<file path="src/rtl/mem_scan_disp.sv">
// Step-triggered RAM reader: captures the sequencer address, fetches one 16-bit
// word and shows it on a 4-digit multiplexed hex display; the address drives the LEDs.
module mem_scan_disp #(
    parameter int unsigned REFRESH_BITS = 17
) (
    input  logic        clk,
    input  logic        reset,
    input  logic [7:0]  addr,
    input  logic        step,
    input  logic [15:0] mem_dout,
    output logic [7:0]  mem_addr,
    output logic        mem_rd,
    output logic        busy,
    output logic [7:0]  led,
    output logic [3:0]  anode,
    output logic [6:0]  cathode
);

    localparam int unsigned AW = 8;
    localparam int unsigned DW = 16;
    localparam int unsigned NW = 4;

    typedef enum logic [1:0] {
        IDLE  = 2'd0,
        READ  = 2'd1,
        LATCH = 2'd2
    } state_e;

    state_e                  state_q;
    logic [AW-1:0]           mem_addr_q;
    logic [AW-1:0]           led_q;
    logic [DW-1:0]           data_q;
    logic [REFRESH_BITS-1:0] refresh_q;

    logic [1:0]              sel;
    logic [NW-1:0]           nibble;

    // Read transaction sequencing and free-running display refresh counter.
    always_ff @(posedge clk or negedge reset) begin
        if (!reset) begin
            state_q    <= IDLE;
            mem_addr_q <= '0;
            led_q      <= '0;
            data_q     <= '0;
            refresh_q  <= '0;
        end else begin
            refresh_q <= refresh_q + REFRESH_BITS'(1);
            case (state_q)
                IDLE: begin
                    if (step) begin
                        mem_addr_q <= addr;
                        led_q      <= addr;
                        state_q    <= READ;
                    end
                end
                READ: begin
                    state_q <= LATCH;
                end
                LATCH: begin
                    data_q  <= mem_dout;
                    state_q <= IDLE;
                end
                default: begin
                    state_q <= IDLE;
                end
            endcase
        end
    end

    assign mem_rd   = (state_q == READ);
    assign busy     = (state_q != IDLE);
    assign mem_addr = mem_addr_q;
    assign led      = led_q;

    // Top two refresh bits pick the digit; each digit lit for a quarter period.
    assign sel = refresh_q[REFRESH_BITS-1 -: 2];

    always_comb begin
        anode  = 4'b1111;
        nibble = '0;
        case (sel)
            2'd0: begin anode = 4'b1110; nibble = data_q[3:0];   end
            2'd1: begin anode = 4'b1101; nibble = data_q[7:4];   end
            2'd2: begin anode = 4'b1011; nibble = data_q[11:8];  end
            2'd3: begin anode = 4'b0111; nibble = data_q[15:12]; end
            default: begin anode = 4'b1111; nibble = '0;          end
        endcase
    end

    // Active-low hex font, bit order {g,f,e,d,c,b,a}.
    always_comb begin
        cathode = 7'b1111111;
        case (nibble)
            4'h0: cathode = 7'b1000000;
            4'h1: cathode = 7'b1111001;
            4'h2: cathode = 7'b0100100;
            4'h3: cathode = 7'b0110000;
            4'h4: cathode = 7'b0011001;
            4'h5: cathode = 7'b0010010;
            4'h6: cathode = 7'b0000010;
            4'h7: cathode = 7'b1111000;
            4'h8: cathode = 7'b0000000;
            4'h9: cathode = 7'b0010000;
            4'hA: cathode = 7'b0001000;
            4'hB: cathode = 7'b0000011;
            4'hC: cathode = 7'b1000110;
            4'hD: cathode = 7'b0100001;
            4'hE: cathode = 7'b0000110;
            4'hF: cathode = 7'b0001110;
            default: cathode = 7'b1111111;
        endcase
    end

endmodule

</file>
<file path="config.mk">
export PLATFORM = sky130hd
export DESIGN_NAME = mem_scan_disp
export DESIGN_NICKNAME = d
export VERILOG_FILES = /design/src/rtl/mem_scan_disp.sv
export SDC_FILE = /design/constraint.sdc
export NUM_CORES = 1
export LEC_CHECK = 0
export CAP_MARGIN = 30
export CORE_MARGIN = 3
export CORE_UTILIZATION = 48
export DETAILED_ROUTE_END_ITERATION = 10
export PLACE_DENSITY = 0.79
export SLEW_MARGIN = 20
export SYNTH_ARGS = -nofsm -noshare
export SYNTH_HDL_FRONTEND = slang
export SYNTH_SLANG_ARGS = --single-unit
</file>
<file path="constraint.sdc">
create_clock -name clk -period 3 [get_ports clk]
set_input_delay 0.9 -clock clk [delete_from_list [all_inputs] [get_ports clk]]
set_output_delay 0.9 -clock clk [all_outputs]
set_load 0.05 [all_outputs]
</file>
[After elaboration in Yosys (flattened, before gate mapping)]
Memories as Yosys holds them, arrays and structs flattened.
Cells that the tools add are included.
Cells by class
  add/subtract/negate cells: 1
  equality and inequality tests: 6
  reduce and logical (&&, ||, !) cells: 4
  multiplexer cells: 4
Operators with widths (count)
  one-hot mux 4 bit (4 select lines): 2
  adder 17 x 1 -> 17 bit, second input constant: 1
  == test 2 bit, second input constant: 3
  == test 2 x 1 -> 1 bit, second input constant: 2
  zero test 2 bit: 2
  one-hot mux 2 bit (2 select lines): 1
  2-to-1 mux 2 bit: 1
  != test 2 bit, second input constant: 1
  AND reduction 2 bit: 1
  nonzero test 2 bit: 1
Word-level totals
  memories kept: 1
  memory bits (read-only): 112
  register bits: 43
  input port bits: 27
Memories
  (name not given): words 16, width 7, rd ports 1, clocked after Yosys merged registers in 0, wr ports 0, RTL line 93  | case (nibble)

[Longest topological paths before layout]
An unclocked memory read counts as a cell.
  depth after elaboration: 3
  gate-level depth with buffers: 7

[Worst setup path after synthesis]
Ideal clock, no wire load.
  kind: flip-flop to output port
  start point: register refresh_q[15]
  end point: output port cathode[0]
  cell stages (with the launch flop): 7
  setup slack: -0.479 ns
  arrival: 2.579 ns
  path buffers: 1
  cell sequence: dfrtp_1 buf_2 mux4_1 inv_1 ha_1 a21oi_1 nor3_1
On the way
  longest elaborated chain between the ends: 3
RTL lines
  from (decl): RTL line 33  | logic [REFRESH_BITS-1:0] refresh_q;
  from (signal assigned): RTL line 47  | refresh_q <= refresh_q + REFRESH_BITS'(1);
  == test 2 bit (tied with other cells): RTL line 81  | case (sel)
  one-hot mux 4 bit (4 select lines) *: RTL line 81
  memory (16 x 7 bit) *
  to (decl): RTL line 16  | output logic [6:0] cathode
Every way passes the cells marked *; elsewhere a longest branch is shown, timed or not.

[Worst setup path in the final report]
  start point: register refresh_q[15]
  end point: output port cathode[3]
The elaborated chain is that of the path after synthesis.

==> results by group <==
Global routing
  • Met1 Use GR: 0.2299
  • GR Util met3: 0.05125
  • Global route overflow: 0
  • Largest net degree at the start of global routing: 44
  • First-pass GRT wire length: 7665 um
  • Vias in the first global route: 1556
  • Initial antenna violation count: 0
  • GR Layer Usage met2: 0.3347
  • Top Usage Layer GRT: met2
  • GRT Util Overall: 0.1935

Pwr
  • VDD IR-drop max: 0.4402 mV
  • Leakage: 0.001263 uW
  • Power Dens Cells: 916.0 mW/mm^2

Floorplan
  • Die width: 72.16 um
  • Core Box Area: 0.004115 sq mm
  • Die Area: about 0.0052 sq mm
  • I/O Pins: 56
  • # rows: 23
  • Vert. Die Dim: 72.16 um
  • Initial Utilization: 0.5105

Clock tree
  • CTS root buf: clkbuf_8
  • CTS tree: yes
  • Clock latency on the worst-skew pair: 0.30 ns
  • CTS clock-pin slew for the worst setup and hold paths: 0.08 ns
  • Maximum root-to-sink buffer count: 2
  • Count of clock tree sinks: 43
  • H-tree Lvls: 2
  • Cts bufs inserted: 5

Run status
  • Status: finished, violations left
  • Failing checks: negative setup slack

Routing
  • Drt first pass iters: 4
  • Vias: 1469
  • DRC violations left: 0
  • Wire per inst: between 15 and 20 um
  • Via density: 5.284
  • Final ANT Viol Nets: 0
  • 1st-iter DRT viols: 28
  • WL final: ~4500 um

Placed design
  • Post-DP HPWL: 3364 um
  • GPL Wtd Cong: 0.8445
  • Port bufs: 55
  • Placed Cells: ~260

Synthesis
  • Avg Cell Area, Syn: 12.73 sq um
  • Post-synthesis sequential area ratio: 0.5122
  • Yosys cell types: 31
  • Area share of the largest cell type after synthesis: 0.5122
  • Cells after Synth: 165
  • Ys Warns: 0
  • Post-Syn Area: 0.002101 sq mm
  • Leading area contributor after synthesis: dfrtp_1
  • #FFs+latches synth: 43
  • Dominant synthesized flop cell: dfrtp_1
  • Syn_nets: 199
  • Ranking of synthesized cells by area: dfrtp_1, mux2_2, ha_1
  • Asr flop ratio synth: 1.000
  • Number of synthesized flops with an enable pin: 0

Cells and area
  • Commonest cells after routing, fill and taps aside: clkdlybuf4s50_1, dfrtp_1, mux2_2
  • Area delta synth->final: 41.10%
  • Area occupied by multi-input gates: 973.4 sq um
  • Commonest non-fill, non-tap cell in the layout: clkdlybuf4s50_1
  • Final core utilization: 0.7203
  • FF+latch area: 0.001079 sq mm
  • Share of layout cells above drive strength 1: 0.3553
  • Filler cells: around 290
  • Post-route insts no fill: 278
  • # nets final: around 260
  • Diodes inserted: 0

STA
  • Final Hold Viols: 0
  • Fin crit share: 1.034
  • Min Hold Slack: between 0.4 and 0.5 ns
  • Final setup viols: 5
  • Skew final: about 0.0080 ns
  • Tmin final: 3.103 ns
  • Worst Tran Pin Value: 0.6303 ns
  • Fin worst setup slack: -0.1034 ns
  • Max Freq: 322.2 MHz
  • Unrepaired setup endpoints after global routing: true
  • Slew HR: 0.5759
  • Max-slew violations: 0

Critical path
  • Crit path largest cell delay: about 0.49 ns
  • Top delay family on crit path: multiplexers
  • CP Buf/Inv Count: 3
  • Worst Path Max Fanout: 6
  • Crit Path Category: register to output pin
  • Cell repeated most along the worst path: mux4_2
  • WP depth: 6
  • Startpoint Class: register
  • Crit path cell chain: mux4_2 -> inv_2 -> buf_4 -> ha_2 -> mux4_2 -> buf_12
  • Worst Path Required: 2.10 ns
  • Crit path capture type: output pin
  • Worst R2R Path Depth: 5
  • CP max-delay cell: mux4_2
  • WP data arrival: 2.20 ns

Min path
  • Worst hold stages: 1
  • Tightest Hold Check Type: register to register

Flow run
  • Max-Cap Viols: 0
Yosys cell counts, types with 2 or more instances:
cell type,count
dfrtp_1,43
nand2_1,13
nor4_1,3
mux2i_1,2
mux2_2,26
ha_1,7
buf_2,2
xnor2_1,10
nand2b_1,2
xor2_1,5
o21ai_1,2
or2_2,3
nor3_1,2
mux4_1,2
nor2b_1,3
and3_1,2
mux4_2,3
nand3_1,5
nor2_1,3
buf_6,2
buf_4,8
o22ai_1,2
inv_1,7
routing by layer:
layer  wire length (um)  vias to the layer above  share of wire
met3                193                       10          0.042
met2               2473                       35           0.54
met5                  0                        -              0
met1               1772                      737           0.39
met4                103                        0          0.023
li1                   -                      687              -
cell families (layout without fill, tap and decap cells):
| kind of cell | after synthesis | in the layout | share of synthesized area |
|---|---|---|---|
| multiplexers | 33 | 34 | 0.2061 |
| AND/OR/NAND/NOR | 41 | 41 | 0.1013 |
| XOR/XNOR | 15 | 15 | 0.06253 |
| flip-flops | 43 | 43 | 0.5122 |
| AO/OA/AOI/OAI | 6 | 6 | 0.01786 |
| adder cells (fa/ha/maj) | 7 | 7 | 0.04169 |
| buffers and inverters | 20 | 82 | 0.05837 |
metrics by stage:
step                      total power, uW  instance area [sq um]  worst slack, ns   TNS, ns
after global routing                 2826                   2964          -0.1734   -0.7501
after floorplan                      1677                   2122         -0.07055  -0.07199
after detailed placement             2200                   2736          0.06754         0
after global placement               2147                   2736           0.1197         0
after CTS                            2670                   2904          -0.1473   -0.4547
final                                2715                   2964          -0.1034   -0.2263
worst register-to-register path, cell delays in order, from the launching register on:
cell and delay [ns]:
dfrtp_1 0.39, ha_1 0.22, nand2_1 0.11, nor4_1 0.51
nand4_1 0.18, xnor2_1 0.15
registers in the layout, indices dropped and copies added (netlist names):
signal	flops
refresh_q	17
data_q	16
led	8
state_q	2
power by group:
group	internal, uW	switching [uW]	total [uW]
registers	699	85.9	785
clock network	209	193	402
logic	702	826	1530
total	1610	1110	2720
layout make-up:
| class | instances | share of cell area |
|---|---|---|
| clock inverters | 1 | 0.002533 |
| well taps | 50 | 0.02111 |
| flip-flops and latches | 43 | 0.3639 |
| inverters | 7 | 0.009709 |
| multi-input cells | 103 | 0.3284 |
| clock buffers | 7 | 0.03250 |
| repair buffers | 67 | 0.2419 |
worst paths after layout:
check	start	to	slack (ns)
worst max-delay path	refresh_q[15]	cathode[3]	-0.10
max in group asynchronous	reset	refresh_q[15]	2.03
worst min register to register	refresh_q[11]	refresh_q[11]	0.46
worst max register to register	refresh_q[0]	refresh_q[16]	1.32
worst min-delay path	refresh_q[11]	refresh_q[11]	0.46
min in group asynchronous	reset	refresh_q[0]	0.50
repair_timing:
| item | in CTS | in global routing |
|---|---|---|
| endpoints found under the setup margin | 7 | 7 |
| hold buffers | 0 | 0 |
| cloned | 1 | 0 |
| pin swaps | 3 | 2 |
| gates resized for setup | 13 | 7 |
| buffers inserted | 2 | 3 |
Power figures use the tool's default switching activity.
